<file path="src/rtl/uart_cfg_controller_pkg.sv">
// cfg_pkg: shared constants, FSM encoding and helpers for uart_cfg_controller.
package cfg_pkg;

   // Register map addresses
   localparam logic [3:0] CFG_FG_R  = 4'd0;
   localparam logic [3:0] CFG_FG_G  = 4'd1;
   localparam logic [3:0] CFG_FG_B  = 4'd2;
   localparam logic [3:0] CFG_BG_R  = 4'd3;
   localparam logic [3:0] CFG_BG_G  = 4'd4;
   localparam logic [3:0] CFG_BG_B  = 4'd5;
   localparam logic [3:0] CFG_MODE  = 4'd6;
   localparam logic [3:0] CFG_BLANK = 4'd7;
   localparam logic [3:0] CFG_BAUD  = 4'd8;

   // Reset colours
   localparam logic [11:0] RST_FG_COLOR = 12'hFFF;
   localparam logic [11:0] RST_BG_COLOR = 12'h000;

   // Settle counter width
   localparam int unsigned SETTLE_W = 8;

   // Sequencer state encoding
   typedef enum logic [1:0] {
      ST_IDLE     = 2'd0,
      ST_WRITE    = 2'd1,
      ST_SETTLE   = 2'd2,
      ST_WAIT_LOW = 2'd3
   } cfg_state_e;

   // Replace one 4-bit channel of a {R,G,B} colour; idx 2=R, 1=G, 0=B.
   function automatic logic [11:0] set_nibble(input logic [11:0] color,
                                              input logic [1:0]  idx,
                                              input logic [3:0]  value);
      logic [11:0] result;
      case (idx)
         2'd2:    result = {value, color[7:0]};
         2'd1:    result = {color[11:8], value, color[3:0]};
         2'd0:    result = {color[11:4], value};
         default: result = color;
      endcase
      return result;
   endfunction

endpackage

</file>
<file path="src/rtl/uart_cfg_controller_settle_timer.sv">
// settle_timer: loadable down-counter; done is high while the count is 1,
// i.e. during the last cycle of the settle window.
module settle_timer
   import cfg_pkg::*;
(
   input  logic                clk,
   input  logic                rst,
   input  logic                load,
   input  logic [SETTLE_W-1:0] load_val,
   output logic                done
);

   logic [SETTLE_W-1:0] count_q;
   logic [SETTLE_W-1:0] count_d;

   // Next count: load wins, otherwise count down and park at zero.
   always_comb begin
      count_d = count_q;
      if (load) begin
         count_d = load_val;
      end else if (count_q != {SETTLE_W{1'b0}}) begin
         count_d = count_q - {{(SETTLE_W-1){1'b0}}, 1'b1};
      end else begin
         count_d = count_q;
      end
   end

   // Counter register with synchronous active-low reset.
   always_ff @(posedge clk) begin
      if (!rst) begin
         count_q <= {SETTLE_W{1'b0}};
      end else begin
         count_q <= count_d;
      end
   end

   assign done = (count_q == {{(SETTLE_W-1){1'b0}}, 1'b1});

endmodule

</file>
<file path="src/rtl/uart_cfg_controller.sv">
// uart_cfg_controller: accepts decoded UART register writes, holds the VGA
// configuration set and sequences baud retunes (drop baud_ready, settle,
// re-raise). Optional build macro CFG_SHADOW_EN adds frame-synchronous
// shadow registers for addresses 0-7.
module uart_cfg_controller
   import cfg_pkg::*;
#(
   parameter int unsigned SETTLE_CYCLES = 32,
   parameter logic [2:0]  BAUD_RESET    = 3'b001,
   parameter logic [2:0]  BAUD_MAX      = 3'd4
)
(
   input  logic        clk,
   input  logic        rst,
   input  logic        valid,
   input  logic [3:0]  address,
   input  logic [3:0]  data,
   input  logic        frame_start,
   output logic        ack,
   output logic [11:0] fg_color,
   output logic [11:0] bg_color,
   output logic [3:0]  mode,
   output logic        blank,
   output logic [2:0]  baud,
   output logic        baud_ready,
   output logic        busy
);

   cfg_state_e  state_q, state_d;
   logic [3:0]  addr_q, addr_d;
   logic [3:0]  data_q, data_d;
   logic        ack_q, ack_d;
   logic        busy_q, busy_d;
   logic [2:0]  baud_q, baud_d;
   logic        baud_ready_q, baud_ready_d;
   logic        low_seen_q, low_seen_d;
   logic [11:0] fg_q, fg_d;
   logic [11:0] bg_q, bg_d;
   logic [3:0]  mode_q, mode_d;
   logic        blank_q, blank_d;

   logic        timer_load_s;
   logic        timer_done_s;

   // Register-file values after applying the write of the current cycle
   logic [11:0] tgt_fg_s, tgt_bg_s;
   logic [3:0]  tgt_mode_s;
   logic        tgt_blank_s;

`ifdef CFG_SHADOW_EN
   logic [11:0] sh_fg_q, sh_fg_d;
   logic [11:0] sh_bg_q, sh_bg_d;
   logic [3:0]  sh_mode_q, sh_mode_d;
   logic        sh_blank_q, sh_blank_d;
`else
   logic        unused_frame_start_s;
   assign unused_frame_start_s = frame_start;
`endif

   settle_timer u_settle_timer (
      .clk      (clk),
      .rst      (rst),
      .load     (timer_load_s),
      .load_val (SETTLE_W'(SETTLE_CYCLES)),
      .done     (timer_done_s)
   );

   // Sequencer next state: capture, write/retune decision, settle, wait for valid low.
   always_comb begin
      state_d      = state_q;
      addr_d       = addr_q;
      data_d       = data_q;
      baud_d       = baud_q;
      baud_ready_d = baud_ready_q;
      low_seen_d   = low_seen_q;
      timer_load_s = 1'b0;
      case (state_q)
         ST_IDLE: begin
            if (valid) begin
               addr_d     = address;
               data_d     = data;
               low_seen_d = 1'b0;
               state_d    = ST_WRITE;
            end else begin
               state_d = ST_IDLE;
            end
         end
         ST_WRITE: begin
            low_seen_d = ~valid;
            if ((addr_q == CFG_BAUD) && (data_q[2:0] <= BAUD_MAX) &&
                (data_q[2:0] != baud_q)) begin
               baud_d       = data_q[2:0];
               baud_ready_d = 1'b0;
               timer_load_s = 1'b1;
               state_d      = ST_SETTLE;
            end else begin
               state_d = ST_WAIT_LOW;
            end
         end
         ST_SETTLE: begin
            // The requester may release and re-raise valid while we settle;
            // remember the release so a fresh request is not mistaken for a held one.
            low_seen_d = low_seen_q | ~valid;
            if (timer_done_s) begin
               baud_ready_d = 1'b1;
               state_d      = ST_WAIT_LOW;
            end else begin
               state_d = ST_SETTLE;
            end
         end
         ST_WAIT_LOW: begin
            low_seen_d = low_seen_q | ~valid;
            if (!valid || low_seen_q) begin
               state_d = ST_IDLE;
            end else begin
               state_d = ST_WAIT_LOW;
            end
         end
         default: begin
            state_d = ST_IDLE;
         end
      endcase
      ack_d  = (state_d == ST_WRITE);
      busy_d = (state_d != ST_IDLE);
   end

   // Register-file write and optional frame-synchronous commit.
   always_comb begin
`ifdef CFG_SHADOW_EN
      tgt_fg_s    = sh_fg_q;
      tgt_bg_s    = sh_bg_q;
      tgt_mode_s  = sh_mode_q;
      tgt_blank_s = sh_blank_q;
`else
      tgt_fg_s    = fg_q;
      tgt_bg_s    = bg_q;
      tgt_mode_s  = mode_q;
      tgt_blank_s = blank_q;
`endif
      if (state_q == ST_WRITE) begin
         case (addr_q)
            CFG_FG_R:  tgt_fg_s    = set_nibble(tgt_fg_s, 2'd2, data_q);
            CFG_FG_G:  tgt_fg_s    = set_nibble(tgt_fg_s, 2'd1, data_q);
            CFG_FG_B:  tgt_fg_s    = set_nibble(tgt_fg_s, 2'd0, data_q);
            CFG_BG_R:  tgt_bg_s    = set_nibble(tgt_bg_s, 2'd2, data_q);
            CFG_BG_G:  tgt_bg_s    = set_nibble(tgt_bg_s, 2'd1, data_q);
            CFG_BG_B:  tgt_bg_s    = set_nibble(tgt_bg_s, 2'd0, data_q);
            CFG_MODE:  tgt_mode_s  = data_q;
            CFG_BLANK: tgt_blank_s = data_q[0];
            default: begin
               // baud and reserved addresses leave the register file alone
            end
         endcase
      end else begin
         tgt_mode_s = tgt_mode_s;
      end
`ifdef CFG_SHADOW_EN
      sh_fg_d    = tgt_fg_s;
      sh_bg_d    = tgt_bg_s;
      sh_mode_d  = tgt_mode_s;
      sh_blank_d = tgt_blank_s;
      // A write landing in the frame_start cycle is part of this commit.
      if (frame_start) begin
         fg_d    = tgt_fg_s;
         bg_d    = tgt_bg_s;
         mode_d  = tgt_mode_s;
         blank_d = tgt_blank_s;
      end else begin
         fg_d    = fg_q;
         bg_d    = bg_q;
         mode_d  = mode_q;
         blank_d = blank_q;
      end
`else
      fg_d    = tgt_fg_s;
      bg_d    = tgt_bg_s;
      mode_d  = tgt_mode_s;
      blank_d = tgt_blank_s;
`endif
   end

   // All state and outputs registered; reset aborts any settle in progress.
   always_ff @(posedge clk) begin
      if (!rst) begin
         state_q      <= ST_IDLE;
         addr_q       <= 4'd0;
         data_q       <= 4'd0;
         ack_q        <= 1'b0;
         busy_q       <= 1'b0;
         baud_q       <= BAUD_RESET;
         baud_ready_q <= 1'b1;
         low_seen_q   <= 1'b0;
         fg_q         <= RST_FG_COLOR;
         bg_q         <= RST_BG_COLOR;
         mode_q       <= 4'd0;
         blank_q      <= 1'b0;
`ifdef CFG_SHADOW_EN
         sh_fg_q      <= RST_FG_COLOR;
         sh_bg_q      <= RST_BG_COLOR;
         sh_mode_q    <= 4'd0;
         sh_blank_q   <= 1'b0;
`endif
      end else begin
         state_q      <= state_d;
         addr_q       <= addr_d;
         data_q       <= data_d;
         ack_q        <= ack_d;
         busy_q       <= busy_d;
         baud_q       <= baud_d;
         baud_ready_q <= baud_ready_d;
         low_seen_q   <= low_seen_d;
         fg_q         <= fg_d;
         bg_q         <= bg_d;
         mode_q       <= mode_d;
         blank_q      <= blank_d;
`ifdef CFG_SHADOW_EN
         sh_fg_q      <= sh_fg_d;
         sh_bg_q      <= sh_bg_d;
         sh_mode_q    <= sh_mode_d;
         sh_blank_q   <= sh_blank_d;
`endif
      end
   end

   assign ack        = ack_q;
   assign busy       = busy_q;
   assign baud       = baud_q;
   assign baud_ready = baud_ready_q;
   assign fg_color   = fg_q;
   assign bg_color   = bg_q;
   assign mode       = mode_q;
   assign blank      = blank_q;

endmodule
</file>
<file path="config.mk">
export PLATFORM = sky130hd
export DESIGN_NAME = uart_cfg_controller
export DESIGN_NICKNAME = d
export VERILOG_FILES = /design/src/rtl/uart_cfg_controller_pkg.sv /design/src/rtl/uart_cfg_controller_settle_timer.sv /design/src/rtl/uart_cfg_controller.sv
export SDC_FILE = /design/constraint.sdc
export NUM_CORES = 1
export LEC_CHECK = 0
export BUFFER_PORTS_ARGS = -buffer_cell sky130_fd_sc_hd__buf_2
export CORE_ASPECT_RATIO = 0.7
export CORE_MARGIN = 2
export CORE_UTILIZATION = 58
export DETAILED_ROUTE_END_ITERATION = 8
export GPL_ROUTABILITY_DRIVEN = 0
export PLACE_DENSITY = 0.93
export SLEW_MARGIN = 10
export SYNTH_ARGS = -nofsm -noshare
export SYNTH_HDL_FRONTEND = slang
export SYNTH_SLANG_ARGS = --single-unit
</file>
<file path="constraint.sdc">
create_clock -name clk -period 3.8 [get_ports clk]
set_input_delay 0.19 -clock clk [delete_from_list [all_inputs] [get_ports clk]]
set_output_delay 0.19 -clock clk [all_outputs]
set_load 0.005 [all_outputs]
</file>
Word-level counts from Yosys, hierarchy flattened:

Cells that the tools add are included.

* add/sub/neg operators: 1
* magnitude comparators: 1
* equal/unequal tests: 17
* mux-type cells: 16
* bitwise operators: 9
* reduce and logical (&&, ||, !) cells: 23

Operator list (number)
* one-hot mux 12 bit (3 select lines): 2
* AND reduction 4 bit: 6
* equality test 4 x 3 -> 1 bit (second input constant): 4
* 2-to-1 mux 6 bit: 2
* equality test 4 x 2 -> 1 bit (second input constant): 2
* equality test 8 x 1 -> 1 bit (second input constant): 1
* 2-to-1 mux 1 bit: 8
* inverter 1 bit: 8
* one-hot mux 2 bit (4 select lines): 1
* AND reduction 2 bit: 4
* nonzero test 8 bit: 1
* subtractor 8 x 1 -> 8 bit (second input constant): 1
* inequality test 2 bit (second input constant): 3
* nonzero test 2 bit: 3
* equality test 2 x 1 -> 1 bit (second input constant): 2
* equality test 2 bit (second input constant): 2
* equality test 4 x 1 -> 1 bit (second input constant): 1
* equality test 4 bit (second input constant): 1
* zero test 4 bit: 1
* OR reduction 2 bit: 2
* <= comparator 3 bit (second input constant): 1
* inequality test 3 bit: 1
* one-hot mux 1 bit (3 select lines): 1
* AND reduction 3 bit: 1
* 7 further kinds: 8

* flip-flop bits (word level): 54
* bits of input ports: 12
* output and inout bits: 35
* word-level logic and storage cells: 85

Longest topological paths before layout:

* depth after elaboration: 6
* depth in mapped cells: 6
* mapped depth without buffers: 5

By module:

Synthesis repeated with hierarchy kept, for this count alone.

* cell total of the unflattened synthesis: 258
* area, all modules: 2568.7 um^2

Modules (own cells, without submodules)
* uart_cfg_controller: instances 1, cells an instance 204, area an instance 2073.2 um^2, seq. area each 920.9 um^2
* settle_timer: instances 1, cells an instance 54, area an instance 495.5 um^2, seq. area each 160.2 um^2

Worst setup path before layout:

OpenSTA, ideal clock, no wires.

* path kind: reg-to-reg
* from: reg state_q[1]
* to: reg bg_q[10] (netlist: bg_color[10])
* library setup time: 0.116 ns
* data arrival time: 1.260 ns
* required time: 3.684 ns
* path slack: 2.424 ns
* stages on the path, launching flop included: 7
* path buffers: 2
* clock period less this slack: 1.376 ns
* cell sequence: dfxtp_1 buf_6 nor4b_4 and3_1 buf_4 mux2i_1 nor2b_1

* word-level cells in the longest chain between the ends: 2

Ends and longest elaborated chain
* from (decl): RTL line uart_cfg_controller.sv:29 `cfg_state_e state_q, state_d;`
* from (signal assigned): RTL line uart_cfg_controller.sv:204 `state_q <= state_d;`
* equality test 2 x 1 -> 1 bit: RTL line uart_cfg_controller.sv:140 `if (state_q == ST_WRITE) begin`
* AND reduction 4 bit (no source line)
* to (signal assigned): RTL line uart_cfg_controller.sv:213 `bg_q <= bg_d;`
* to (decl): RTL line uart_cfg_controller.sv:38 `logic [11:0] bg_q, bg_d;`

No other way between the ends.
A chain may end at the register's enable or synchronous reset.

Worst setup path in the final report:

* from: reg state_q[0]
* to: reg bg_q[10] (netlist: bg_color[10])

Same word-level chain as after synthesis.

==> reports/metrics.yaml <==
layout_common_cells: "54 x dfxtp_1, 50 x nand2_1, 45 x buf_2"
pin_count: 47
busiest_layer: "met2"
final_common_cell: "dfxtp_1"
yosys.area_share.simple: 0.287
n_fill_cell: 295
synthAdderAreaFrac: 0.0165
grt_usage: 0.219
synth_nets: 271
grt_max_degree: 48
cts.path.max_buffers: 2
coreArea_um2: 3630
drc_errors: 0
grt-ovfl-total: 0
nNetsFinal: 305
n_antenna_cell: 0
dieArea_um2: 4440
start_util: 0.626
numCtsBuffers: 5
avgRoutedWirePerCell_um: 13.3
cts-root-buf: "clkbuf_8"
grt_use_met2: 0.322
antenna_found_initial: 0
startpoint_type: "register"
crit_fanout: 16
worstPathArrival_ns: 2.25
tns_ns: 0
final-instance-count-excl-fill: 341
p_leak_nw: 1.09
synthFlopType: "dfxtp_1"
fin_crit_ns: 2.05
ctsResizeCount: 0
required_ns: 4.00
clk-insertion-delay-late_ns: 0.31
cp_cell_sequence: "nor4b_4 -> and3_1 -> mux2i_1 -> nor2b_1"
finalCoreUtilization: 0.710
synth_xor_area_frac: 0.0347
p_int_mw: 0.961
cts_tree: "done"
fin_crit_sh: 0.539
cts_setup_buffers: 0
power_switching_mw: 0.418
rsz0062_at_grt: "no"
dpl.cell_count: 333
worstMarginPinSlew_ns: 0.783
syn2layout_area_growth_pct: 13.5
max_cap_viol_count: 0
critPathSlowestCell: "nor4b_4"
slew_viol_final: 0
vdd_drop_max_v: 0.000363
hold_class: "input pin to register"
p_sw_frac: 0.303
cts_sinks: 54
drt-total-wl_um: 4520
via_count: 1864
crit_type: "register to register"
ant_nets: 0
critPathBufInv: 0
drive_gt1_frac: 0.199
die_h_um: 56.3
syn_inst: 256
htree_levels: 2
setup_violations: 0
design_area_um2: 2580
io_buffers: 45
cts_hold_buf: 0
power_frac_clock: 0.271
cp_top_family: "simple AND/OR/NAND/NOR gates"
synth_seq_area_share: 0.476
p_per_area_nw_per_um2: 536
final.setup_skew_ns: 0.00426
synth_area_um2: 2270
grt_pass1_wl_um: 7660
pwr-share-seq: 0.500
ys_warn_count: 0
grt_pass1_vias: 1687
placed_cell_area_um2: 2470
met1_usage: 0.299
synth_compound_area_frac: 0.100
ys_async_sr_fraction: 0
power_frac_comb: 0.229
dp_hpwl_um: 3190
ys_seq_elements: 54
synth_edf_count: 0
crit_path_end_kind: "register"
synth.mux.area_fraction: 0.0353
synthDistinctLibCells: 35
critPathMaxStageDelay_ns: 0.71
die_w_um: 78.8
clk_pin_slew_ns: 0.09
grt_use_met3: 0.0627
drt_iter0_drc: 123
maxSlewHeadroom: 0.476
status: "finished, final reports clean"
first_pass_iters: 4
max_clock_freq_mhz: 489
synth_top_family_by_area: "simple AND/OR/NAND/NOR gates"
rows: 18
holdWs_ns: 0.130
hold_viol: 0
avgSynthCellArea_um2: 8.87
avgViaCountPerCell: 5.47
power groups by stage:
stage	sequential [mW]	clock, mW	combinational (mW)
after global routing	0.699	0.401	0.364
after CTS	0.689	0.378	0.318
after detailed placement	0.701	0	0.314
after floorplan	0.676	0	0.277
after global placement	0.697	0	0.296
final	0.690	0.373	0.316
registers in the layout (all words and copies together), names as in the netlist:
signal / count
ack: 1
addr_q: 4
baud: 3
baud_ready: 1
bg_color: 12
blank: 1
busy: 1
data_q: 4
fg_color: 12
low_seen_q: 1
mode: 4
state_q: 2
u_settle_timer.count_q: 8
metrics by stage:
| step | setup WS, ns | total power [mW] |
|---|---|---|
| floorplan | 2.42 | 0.954 |
| global placement | 1.88 | 0.993 |
| detailed placement | 1.81 | 1.01 |
| CTS | 1.80 | 1.38 |
| global route | 1.64 | 1.46 |
| finish | 1.75 | 1.38 |
synth_stat cells (all sizes together) (2+ instances only):
master	count	area [µm²]
a21boi	20	150
nor3	10	55.1
and3	2	12.5
nor2	8	30.0
mux2i	8	80.1
nor2b	10	62.6
nand2	50	188
ha	3	37.5
dfxtp	54	1080
xor2	6	52.6
inv	3	11.3
clkbuf	8	30.0
nand3b	2	15.0
o21ai	3	18.8
xnor2	3	26.3
buf	11	71.3
nor4bb	2	20.0
nand3	40	200
cell type report:
cell class	instances	area (µm²)	area share
multi-input combinational	180	1080	0.420
sequential	54	1080	0.420
timing repair buffer	46	233	0.0903
clock buffer	7	76.3	0.0296
tap	50	62.6	0.0243
clock inverter	1	30.0	0.0117
inverter	3	11.3	0.00437
path summary, 6_finish.rpt:
kind,startpoint,to,slack [ns],cells after the start
max,state_q[0],bg_color[10],1.75,4
min,data[0],data_q[0],0.13,3
max reg2reg,state_q[0],bg_color[10],1.75,4
min reg2reg,bg_color[6],bg_color[6],0.47,2
cells by family (layout without fill, tap and decap cells):
group                      after synthesis  in the layout
AOI/OAI and AO/OA                       30             30
xor gates and xnor gates                 9              9
adders and majority gates                3              3
buffers and inverters                   22             57
DFF                                     54             54
muxes                                    8              8
and+or+nand+nor                        130            130
worst min-delay path: stages:
cell and delay (ns):
buf_2 0.09, nand2_1 0.04, a21boi_0 0.06
metal layers:
metal	wire (µm)	part of all wire	vias up
li1	-	-	933
met1	2180	0.48	867
met2	1990	0.44	55
met3	274	0.061	9
met4	78	0.017	0
met5	0	0	-
Note: power is estimated with default switching activity, not from simulation.
